[config.mk]
export PLATFORM = sky130hd
export DESIGN_NAME = crc_8
export DESIGN_NICKNAME = d
export VERILOG_FILES = /design/src/rtl/crc8_pkg.sv /design/src/rtl/crc8_byte_stage.sv /design/src/rtl/crc_8.sv
export SDC_FILE = /design/constraint.sdc
export NUM_CORES = 1
export LEC_CHECK = 0
export BUFFER_PORTS_ARGS = -buffer_cell sky130_fd_sc_hd__buf_2
export CAP_MARGIN = 20
export CELL_PAD_IN_SITES_DETAIL_PLACEMENT = 0
export CELL_PAD_IN_SITES_GLOBAL_PLACEMENT = 1
export CORE_MARGIN = 2
export CORE_UTILIZATION = 35
export DETAILED_ROUTE_END_ITERATION = 8
export PLACE_DENSITY = 0.7
export SKIP_CTS_REPAIR_TIMING = 1
export SYNTH_ARGS = -nofsm -noshare
export SYNTH_HDL_FRONTEND = slang
export SYNTH_SLANG_ARGS = --single-unit
[constraint.sdc]
create_clock -name clk -period 1.6 [get_ports clk]
set_input_delay 0.16 -clock clk [delete_from_list [all_inputs] [get_ports clk]]
set_output_delay 0.16 -clock clk [all_outputs]
set_load 0.02 [all_outputs]
[src/rtl/crc8_pkg.sv]
// Shared constants and the per-byte remainder fold
// used by the pipelined CRC-8 engine.
package crc8_pkg;

  localparam logic [7:0] CRC8_POLY = 8'h07;
  localparam int MSG_W = 72;
  localparam int NUM_BYTES = 9;

  // rem' = (rem * x^8 + data) mod G; starting from 0 this is M mod G
  function automatic logic [7:0] crc8_byte_step(
    input logic [7:0] crc,
    input logic [7:0] data,
    input logic [7:0] poly = CRC8_POLY
  );
    logic [7:0] c;
    c = crc;
    for (int i = 0; i < 8; i++) begin
      if (c[7]) c = {c[6:0], 1'b0} ^ poly;
      else      c = {c[6:0], 1'b0};
    end
    return c ^ data;
  endfunction

endpackage

[src/rtl/crc8_byte_stage.sv]
// One pipeline rank: folds the leading byte into the
// running remainder and forwards the unprocessed bytes.
module crc8_byte_stage
  import crc8_pkg::*;
#(
  parameter int         REM_BYTES = 1,
  parameter logic [7:0] POLY      = CRC8_POLY,
  localparam int IN_W  = 8 * REM_BYTES,
  localparam int OUT_W =
    (REM_BYTES > 1) ? 8 * (REM_BYTES - 1) : 1
) (
  input  logic             clk,
  input  logic             rst,
  input  logic [7:0]       rem_i,
  input  logic [IN_W-1:0]  bytes_i,
  output logic [7:0]       rem_o,
  output logic [OUT_W-1:0] bytes_o
);

  logic [7:0] rem_d;
  logic [7:0] rem_q;

  assign rem_d =
    crc8_byte_step(rem_i, bytes_i[IN_W-1 -: 8], POLY);

  always_ff @(posedge clk) begin
    if (!rst) rem_q <= '0;
    else      rem_q <= rem_d;
  end

  assign rem_o = rem_q;

  if (REM_BYTES > 1) begin : g_carry
    logic [OUT_W-1:0] bytes_d;
    logic [OUT_W-1:0] bytes_q;

    assign bytes_d = bytes_i[OUT_W-1:0];

    always_ff @(posedge clk) begin
      if (!rst) bytes_q <= '0;
      else      bytes_q <= bytes_d;
    end

    assign bytes_o = bytes_q;
  end else begin : g_last
    assign bytes_o = 1'b0;
  end

endmodule

[src/rtl/crc_8.sv]
// Fully pipelined CRC-8 over a 72-bit word: an input
// rank followed by nine byte-fold ranks.
module crc_8
  import crc8_pkg::*;
#(
  parameter logic [7:0] POLY = CRC8_POLY
) (
  input  logic             clk,
  input  logic             rst,
  input  logic [MSG_W-1:0] M,
  output logic [7:0]       CRC_out
);

  logic [MSG_W-1:0] m_q;

  always_ff @(posedge clk) begin
    if (!rst) m_q <= '0;
    else      m_q <= M;
  end

  for (genvar i = 1; i <= NUM_BYTES; i++) begin : g_rank
    localparam int R  = NUM_BYTES + 1 - i;
    localparam int OW = (R > 1) ? 8 * (R - 1) : 1;

    logic [7:0]    rem_q;
    logic [OW-1:0] bytes_q;

    if (i == 1) begin : g_first
      crc8_byte_stage #(
        .REM_BYTES (R),
        .POLY      (POLY)
      ) u_stage (
        .clk     (clk),
        .rst     (rst),
        .rem_i   (8'h00),
        .bytes_i (m_q),
        .rem_o   (rem_q),
        .bytes_o (bytes_q)
      );
    end else begin : g_next
      crc8_byte_stage #(
        .REM_BYTES (R),
        .POLY      (POLY)
      ) u_stage (
        .clk     (clk),
        .rst     (rst),
        .rem_i   (g_rank[i-1].rem_q),
        .bytes_i (g_rank[i-1].bytes_q),
        .rem_o   (rem_q),
        .bytes_o (bytes_q)
      );
    end
  end

  // Last rank has no bytes left to carry
  logic tail_unused;
  assign tail_unused = ^g_rank[NUM_BYTES].bytes_q;

  assign CRC_out = g_rank[NUM_BYTES].rem_q;

endmodule

==> run_results.csv, run 1 <==
group,metric,value,unit
run_status,status,"completed",
logic_synthesis,yosysMostFrequentCell,"dfxtp_1",
logic_synthesis,ys_warn_count,0,
worst_setup_path,cp_num_buf_inv,0,
min_path,min-delay-path-class,"primary input to register",
global_routing,grt_pass1_vias,6135,
placed_design,numPortBuffers,81,
timing,skew,0.01584,ns
layout,fill_cells,3418,
worst_setup_path,setup.worst_path.end,"g_rank[7].g_next.u_stage.rem_o[2]",
cts,path_clk_slew,0.06,ns
logic_synthesis,synthTopCellsByCount,"dfxtp_1 (432), and2_1 (429), xnor2_1 (86)",
detailed_routing,drtAntennaViolNets,0,
power_and_ir_drop,netSwitchingPower,5.779,mW
layout,drive_gt1_share,13.08,%
layout,final_nets,1302,
layout,postLayoutCoreUtil,44.22,%
placed_design,dpl.cell_count,1578,
logic_synthesis,synth_edf_count,0,
logic_synthesis,synth_area,13150,um^2
cts,clk_latency,0.53,ns
worst_setup_path,slowest_stage,"xnor3_2",
layout,antenna_cells,0,
worst_setup_path,critPathArrivalTime,1.71,ns
cts,cts_root_buf,"clkbuf_16",
layout,final_cells,1729,
min_path,worstHoldStart,"rst",
logic_synthesis,ys_seq_area_share,65.79,%
logic_synthesis,avgSynthCellArea,12.33,um^2
detailed_routing,drt_iter0_drc,153,
detailed_routing,via_per_inst,3.854,
worst_setup_path,r2r-end,"g_rank[7].g_next.u_stage.rem_o[2]",
detailed_routing,drt_pass1_iterations,4,
logic_synthesis,async_reset_ff_share,0,%
worst_setup_path,path_delay_family,"XOR/XNOR gates",
logic_synthesis,ys.flop_type,"dfxtp_1",
detailed_routing,route.detailed.drc,0,
logic_synthesis,syn_inst,1066,
timing,fmax,773.9,MHz
worst_setup_path,reg2reg_slack,0.31,ns
logic_synthesis,synth_nets,1140,
timing,rsz0062_at_grt,"false",
power_and_ir_drop,power,25.81,mW
timing,finalHoldViolations,0,
power_and_ir_drop,leakage,6.939,nW
worst_setup_path,worstSetupStartpoint,"g_rank[6].g_next.u_stage.rem_o[6]",
worst_setup_path,r2r_start,"g_rank[6].g_next.u_stage.rem_o[6]",
global_routing,grt_util_all_layers,8.549,%
cts,clkSinkCount,432,
worst_setup_path,crit_required,2.02,ns
timing,setup_viol,0,
logic_synthesis,netlist.area_leader.share,65.79,%
timing,drv_slew,0,
timing,fin_tns_setup,0,ns
floorplanning,ioPinCount,82,
floorplanning,dieArea,39120,um^2
worst_setup_path,crit_type,"register to register",
layout,regArea,8648,um^2
worst_setup_path,slowest_delay,0.49,ns
floorplanning,fp-row-count,70,
run,max_cap_violations,0,
placed_design,place_hpwl,10280,um
logic_synthesis,synth.largest_area_cell,"dfxtp_1",
floorplanning,fp.dieH,197.8,um
power_and_ir_drop,peakVddDrop,812.4,uV
timing,tightest_slew,0.4034,ns
layout,multi_input_area,4320,um^2
global_routing,antenna_found_initial,0,
layout,area_growth,23.74,%
detailed_routing,vias,6663,
detailed_routing,routed_wirelength,17090,um
global_routing,grt_max_degree,81,
power_and_ir_drop,p_int,20.04,mW
power_and_ir_drop,power_frac_comb,14.8,%
worst_setup_path,critPathMaxFanout,4,
timing,relSlewSlack,72.91,%
power_and_ir_drop,clockPowerShare,38.5,%
floorplanning,initial_utilization,35.73,%
logic_synthesis,synth.ff_latch_count,432,
worst_setup_path,cp-end-kind,"register",
worst_setup_path,path_cells,"xnor3_2 -> xnor2_1 -> and2_1",
power_and_ir_drop,sequentialPowerShare,46.7,%
logic_synthesis,synthDistinctLibCells,9,
power_and_ir_drop,p_per_area,1587,nW/um^2
timing,fin_crit,1.292,ns
logic_synthesis,synthTopCellsByArea,"dfxtp_1 (66%), and2_1 (20%), xnor2_1 (5.7%), xor2_1 (3.2%), xnor3_1 (2.4%)",
cts,cts_buffers,44,
timing,hold_slack,0.1494,ns
power_and_ir_drop,swShare,22.38,%
timing,fin_crit_sh,80.76,%
worst_setup_path,reg2regPathDepth,3,
placed_design,gp_congestion,0.7120,
worst_setup_path,start_kind,"register",
cts,htree_levels,2,
worst_setup_path,crit_cells,3,
global_routing,grt_first_pass_wirelength,27590,um
detailed_routing,wl_per_cell,9.884,um
cts,clk_path_buf_depth,3,
global_routing,grt_overflow_total,0,
floorplanning,die_w,197.8,um
floorplanning,coreArea,36790,um^2
cts,cts_tree,"yes",
logic make-up after synthesis:
| logic type | Yosys count | synth area share, % |
|---|---|---|
| buffers and inverters | 47 | 1.342 |
| flip-flops | 432 | 65.79 |
| XOR/XNOR | 155 | 12.31 |
| AND/OR/NAND/NOR | 432 | 20.56 |
placed cells by master, fill, tap and decap left out:
cell	Yosys	layout
bufinv_16	0	3
clkbuf_16	0	45
xor2_2	5	5
clkinv_2	0	5
buf_2	0	80
xnor3_2	2	2
clkbuf_1	47	12
dfxtp_1	432	432
nor2b_1	3	3
dlygate4sd3_1	0	72
buf_4	0	6
xnor2_1	86	86
and2_1	429	429
buf_12	0	4
clkinvlp_4	0	2
xor2_1	48	48
clkbuf_8	0	10
xnor3_1	14	14
inv_6	0	3
metrics by stage:
step	setup slack, ns	cell area (um^2)
after CTS	0.2956	15540
after detailed placement	0.2996	14090
final	0.3078	16270
after global routing	0.2536	16270
after global placement	0.3418	14090
after floorplan	0.3790	13150
routing by layer:
metal	global-route usage, %	wire (um)
met1	10.17	7749
met2	14.24	8087
met3	2.368	705
met4	4.177	547
met5	0	0
cell type report:
class                      count  area share, %
timing repair buffer         163          7.746
multi-input combinational    587          26.56
clock buffer                  66          7.962
sequential                   432          53.17
clock inverter                13         0.9615
tap                          468          3.600
registers in the layout, summed over array words and instances (netlist names):
register / flops
g_rank.g_first.u_stage.bytes_o: 64
g_rank.g_next.u_stage.rem_o: 64
m_q: 72
g_rank.g_first.u_stage.rem_o: 8
g_rank.g_next.u_stage.bytes_o: 224
worst min-delay path by stage:
stage,endpoint,slack [ns],cells after the start
floorplan,m_q[0],0.29,1
global placement,m_q[37],0.37,2
detailed placement,m_q[68],0.37,2
CTS,m_q[43],-0.21,2
global route,g_rank[1].g_first.u_stage.bytes_o[38],0.17,2
finish,g_rank[1].g_first.u_stage.bytes_o[38],0.15,2
power groups by stage:
stage	clock network (mW)	logic, mW	registers [mW]
after floorplan	0	3.03	12.3
after global placement	0	3.73	12.3
after detailed placement	0	3.77	12.3
after CTS	10.3	3.78	12.1
after global routing	10.7	4.23	12.1
final	9.95	3.81	12.1
Power figures use the tool's default switching activity.
==> inputs of run 2 (changes only) <==
Settings changed: PLACE_DENSITY 0.7 to 0.73.
Clock period 1.6 ns to 1.14 ns, I/O delays scaled along.
==> run 2 against run 1 <==
- the run now ends with negative setup slack left
- sequential share of layout area fell by 1.0 points
- worst setup slack got worse by 0.33 ns
- via count rose by 2.1%
- power rose by 42%
- clock skew fell by 0.0085 ns
- critical endpoint is now g_rank[2].g_next.u_stage.rem_o[2]
- largest cell class unchanged
==> run_results.csv, run 2 (synthesis results as in run 1) <==
group,metric,value,unit
worst_setup_path,cp-end-kind,"register",
placed_design,gp_congestion,0.7435,
cts,cts_root_buf,"clkbuf_16",
timing,fin_crit_sh,101.9,%
cts,clk_latency,0.53,ns
layout,final_common_cell,"and2_1",
cts,cts_buffers,42,
detailed_routing,wl_per_cell,9.985,um
floorplanning,die_w,197.8,um
global_routing,grt_max_degree,92,
run_status,violations,"negative setup slack",
worst_setup_path,cp_num_buf_inv,0,
floorplanning,dieArea,39120,um^2
layout,drive_gt1_share,17.39,%
timing,fin_crit,1.161,ns
cts,clkSinkCount,432,
placed_design,dpl.cell_count,1605,
global_routing,grt_pass1_vias,6236,
worst_setup_path,path_delay_family,"XOR/XNOR gates",
timing,fin_ws,-0.02117,ns
layout,final_nets,1342,
worst_setup_path,crit_cells,3,
detailed_routing,routed_wirelength,17590,um
detailed_routing,wl_met1,8150,um
floorplanning,coreArea,36790,um^2
placed_design,numPortBuffers,81,
layout,final_cells,1762,
timing,hold_slack,0.1604,ns
worst_setup_path,reg2regPathDepth,3,
power_and_ir_drop,power,36.65,mW
power_and_ir_drop,p_per_area,2202,nW/um^2
floorplanning,fp-row-count,70,
worst_setup_path,critPathArrivalTime,1.58,ns
timing,skew,0.007299,ns
worst_setup_path,critPathMaxFanout,2,
detailed_routing,drtAntennaViolNets,0,
layout,regArea,8683,um^2
layout,multi_input_area,4372,um^2
floorplanning,fp.dieH,197.8,um
detailed_routing,route.detailed.drc,0,
layout,fill_cells,3404,
timing,relSlewSlack,79.58,%
timing,rsz0062_at_grt,"true",
power_and_ir_drop,leakage,7.177,nW
detailed_routing,top_layer,"met4",
detailed_routing,wl_met3,687,um
placed_design,place_hpwl,10240,um
timing,fmax,861.2,MHz
run,max_cap_violations,0,
global_routing,antenna_found_initial,0,
timing,finalHoldViolations,0,
cts,cts_tree,"yes",
cts,path_clk_slew,0.06,ns
min_path,whs_path_depth,3,
floorplanning,initial_utilization,35.73,%
detailed_routing,drt_pass1_iterations,3,
worst_setup_path,slowest_stage,"xnor3_2",
timing,tightest_slew,0.3042,ns
timing,setup_viol,5,
global_routing,grt_util_all_layers,8.644,%
detailed_routing,met2WireLength,8257,um
worst_setup_path,crit_required,1.56,ns
layout,postLayoutCoreUtil,45.25,%
layout,antenna_cells,0,
run_status,status,"complete, but fails checks",
worst_setup_path,slowest_delay,0.45,ns
min_path,min-delay-path-class,"primary input to register",
detailed_routing,via_per_inst,3.863,
layout,area_growth,26.62,%
worst_setup_path,crit_type,"register to register",
timing,fin_tns_setup,-0.08520,ns
layout,largest_reg_flops,224,
power_and_ir_drop,peakVddDrop,1266,uV
cts,htree_levels,2,
worst_setup_path,path_cells,"xnor3_2 -> xnor2_1 -> and2_1",
detailed_routing,vias,6806,
worst_setup_path,start_kind,"register",
layout,final_cell_mix,"and2_1 (428), dfxtp_1 (406), dlygate4sd3_1 (82)",
cts,clk_path_buf_depth,3,
detailed_routing,drt_iter0_drc,162,
floorplanning,ioPinCount,82,
global_routing,grt_first_pass_wirelength,28100,um
timing,drv_slew,0,
global_routing,grt_overflow_total,0,
==> run 2: final cells by class <==
cell class,count,area share (%)
multi-input combinational,587,26.26
clock inverter,11,0.8945
clock buffer,59,7.367
tap,468,3.518
sequential,432,52.17
timing repair buffer,205,9.787
==> run 2: final timing paths <==
kind | from | to | slack, ns
worst min-delay path | rst | m_q[57] | 0.16
worst max-delay path | g_rank[1].g_first.u_stage.rem_o[0] | g_rank[2].g_next.u_stage.rem_o[2] | -0.02
worst max register to register | g_rank[1].g_first.u_stage.rem_o[0] | g_rank[2].g_next.u_stage.rem_o[2] | -0.02
worst min register to register | g_rank[4].g_next.u_stage.bytes_o[8] | g_rank[5].g_next.u_stage.bytes_o[8] | 0.43
==> run 2: power by group <==
part	internal, mW	switching, mW
combinational	4.00	2.17
clock	8.17	5.36
sequential	16.3	0.679
total	28.5	8.20
==> run 2: metal layers <==
metal / track usage [%] / vias up
li1: - / 3614
met2: 14.29 / 88
met1: 10.53 / 3065
met3: 2.385 / 39
met5: 0 / -
met4: 3.815 / 0
==> run 2: stage by stage <==
step / area [um^2] / setup slack, ns
floorplan: 13150 / 0.006145
global placement: 14300 / -0.007007
detailed placement: 14300 / -0.03962
CTS: 15670 / -0.05316
global route: 16640 / -0.06507
finish: 16640 / -0.02117
==> run 2: worst register-to-register path: cells and delay by family, from the launching register on <==
family           cells  cell delay [ns]
XOR/XNOR             2             0.59
flip-flops           1             0.33
AND/OR/NAND/NOR      1             0.15
==> inputs of run 3 (changes only) <==
Settings changed: PLACE_DENSITY 0.73 to 0.7.
Clock period 1.14 ns to 1.2 ns, I/O delays scaled along.
==> run 3 against run 2 <==
- the flow still finishes with violations (negative setup slack)
- via count is 1.3% lower
- combinational power is 11% lower
- global-route usage hardly changed
- flip-flop and latch count stayed put
- utilization is 0.49 points lower
- cell count is 1.0% lower
- clock skew hardly changed
- largest cell class unchanged
- power is 4.1% lower
- wire length is 2.4% lower
- register-to-register slack better by 0.02 ns
==> run_results.csv, run 3 (synthesis results as in run 1) <==
group,metric,value,unit
timing,tightest_slew,0.3366,ns
layout,final_nets,1319,
floorplanning,initial_utilization,35.73,%
cts,clkSinkCount,432,
worst_setup_path,crit_type,"register to register",
cts,htree_levels,2,
layout,area_growth,25.26,%
layout,fill_cells,3460,
placed_design,numPortBuffers,81,
timing,fin_ws,-0.0006151,ns
worst_setup_path,worstSetupStartpoint,"g_rank[5].g_next.u_stage.rem_o[6]",
placed_design,place_hpwl,10340,um
layout,regArea,8667,um^2
detailed_routing,via_per_inst,3.850,
timing,rsz0062_at_grt,"true",
detailed_routing,vias,6715,
worst_setup_path,r2r-end,"g_rank[6].g_next.u_stage.rem_o[1]",
layout,largest_reg_flops,224,
cts,cts_tree,"yes",
power_and_ir_drop,peakVddDrop,928.6,uV
detailed_routing,drt_pass1_iterations,4,
layout,multi_input_area,4328,um^2
floorplanning,coreArea,36790,um^2
worst_setup_path,critPathArrivalTime,1.62,ns
timing,fin_crit,1.201,ns
layout,postLayoutCoreUtil,44.76,%
min_path,whs_endpoint,"m_q[29]",
floorplanning,dieArea,39120,um^2
worst_setup_path,start_kind,"register",
detailed_routing,drt_iter0_drc,203,
worst_setup_path,reg2reg_slack,-0.0006,ns
min_path,worstHoldStart,"rst",
cts,cts_buffers,43,
power_and_ir_drop,p_per_area,2135,nW/um^2
worst_setup_path,reg2regPathDepth,3,
timing,skew,0.007067,ns
layout,antenna_cells,0,
layout,drive_gt1_share,15.36,%
placed_design,gp_congestion,0.7286,
worst_setup_path,r2r_start,"g_rank[5].g_next.u_stage.rem_o[6]",
cts,cts_root_buf,"clkbuf_16",
detailed_routing,wl_per_cell,9.845,um
run_status,status,"complete, but fails checks",
detailed_routing,drtAntennaViolNets,0,
global_routing,grt_first_pass_wirelength,28230,um
cts,path_clk_slew,0.06,ns
power_and_ir_drop,leakage,7.055,nW
global_routing,grt_overflow_total,0,
timing,fmax,832.9,MHz
timing,setup_viol,1,
floorplanning,fp.dieH,197.8,um
timing,relSlewSlack,77.40,%
power_and_ir_drop,power,35.15,mW
run,max_cap_violations,0,
floorplanning,die_w,197.8,um
global_routing,grt_pass1_vias,6327,
worst_setup_path,crit_required,1.62,ns
floorplanning,ioPinCount,82,
layout,final_cell_mix,"and2_1 (429), dfxtp_1 (419), xnor2_1 (85)",
worst_setup_path,cp-end-kind,"register",
timing,finalHoldViolations,0,
run_status,violations,"negative setup slack",
global_routing,antenna_found_initial,0,
cts,clk_path_buf_depth,3,
cts,clk_latency,0.53,ns
detailed_routing,route.detailed.drc,0,
layout,final_common_cell,"and2_1",
detailed_routing,routed_wirelength,17170,um
timing,fin_crit_sh,100.1,%
floorplanning,fp-row-count,70,
worst_setup_path,critPathMaxFanout,4,
min_path,min-delay-path-class,"primary input to register",
global_routing,grt_util_all_layers,8.678,%
global_routing,grt_max_degree,88,
min_path,whs_path_depth,2,
timing,drv_slew,0,
## run 3: layout make-up
cell class | count | share of cell area (%)
sequential | 432 | 52.64
multi-input combinational | 587 | 26.28
timing repair buffer | 181 | 8.549
clock inverter | 15 | 1.474
clock buffer | 61 | 7.500
tap | 468 | 3.556
## run 3: layer usage
layer  track usage, %  up-vias  part of all wire [%]
li1                 -     3571                     -
met1            10.49     3001                    45
met2            14.45       96                    48
met3            2.214       47                   4.3
met4            4.121        0                   3.0
met5                0        -                     0
## run 3: where the power goes
part	internal, mW	total, mW	switching (mW)
sequential	15.5	16.1	0.615
combinational	3.49	5.48	1.99
clock	8.46	13.6	5.15
## run 3: how the worst max path moves through the flow
stage	slack, ns	endpoint
floorplan	0.07	g_rank[9].g_next.u_stage.rem_o[3]
global placement	0.03	g_rank[2].g_next.u_stage.rem_o[2]
detailed placement	0.003	g_rank[6].g_next.u_stage.rem_o[1]
CTS	-0.02	g_rank[7].g_next.u_stage.rem_o[1]
global route	-0.03	g_rank[6].g_next.u_stage.rem_o[2]
finish	-0.0006	g_rank[6].g_next.u_stage.rem_o[1]
## run 3: critical path: stages (launching register included)
cell	delay [ns]
dfxtp_4	0.37
xnor3_1	0.43
xnor2_1	0.15
and2_1	0.14
## run 3: stage by stage
step / hold WS (ns) / instance area [um^2] / cells / TNS (ns) / setup slack [ns]
2_1_floorplan: 0.2473 / 13150 / 1066 / 0 / 0.06615
6_report: 0.05880 / 16470 / 1744 / -0.0006151 / -0.0006151
3_3_place_gp: 0.3278 / 14220 / 1593 / 0 / 0.03183
3_5_place_dp: 0.3281 / 14220 / 1593 / 0 / 0.003030
5_1_grt: 0.06913 / 16470 / 1744 / -0.07505 / -0.03074
4_1_cts: -0.2349 / 15700 / 1669 / -0.05231 / -0.01879
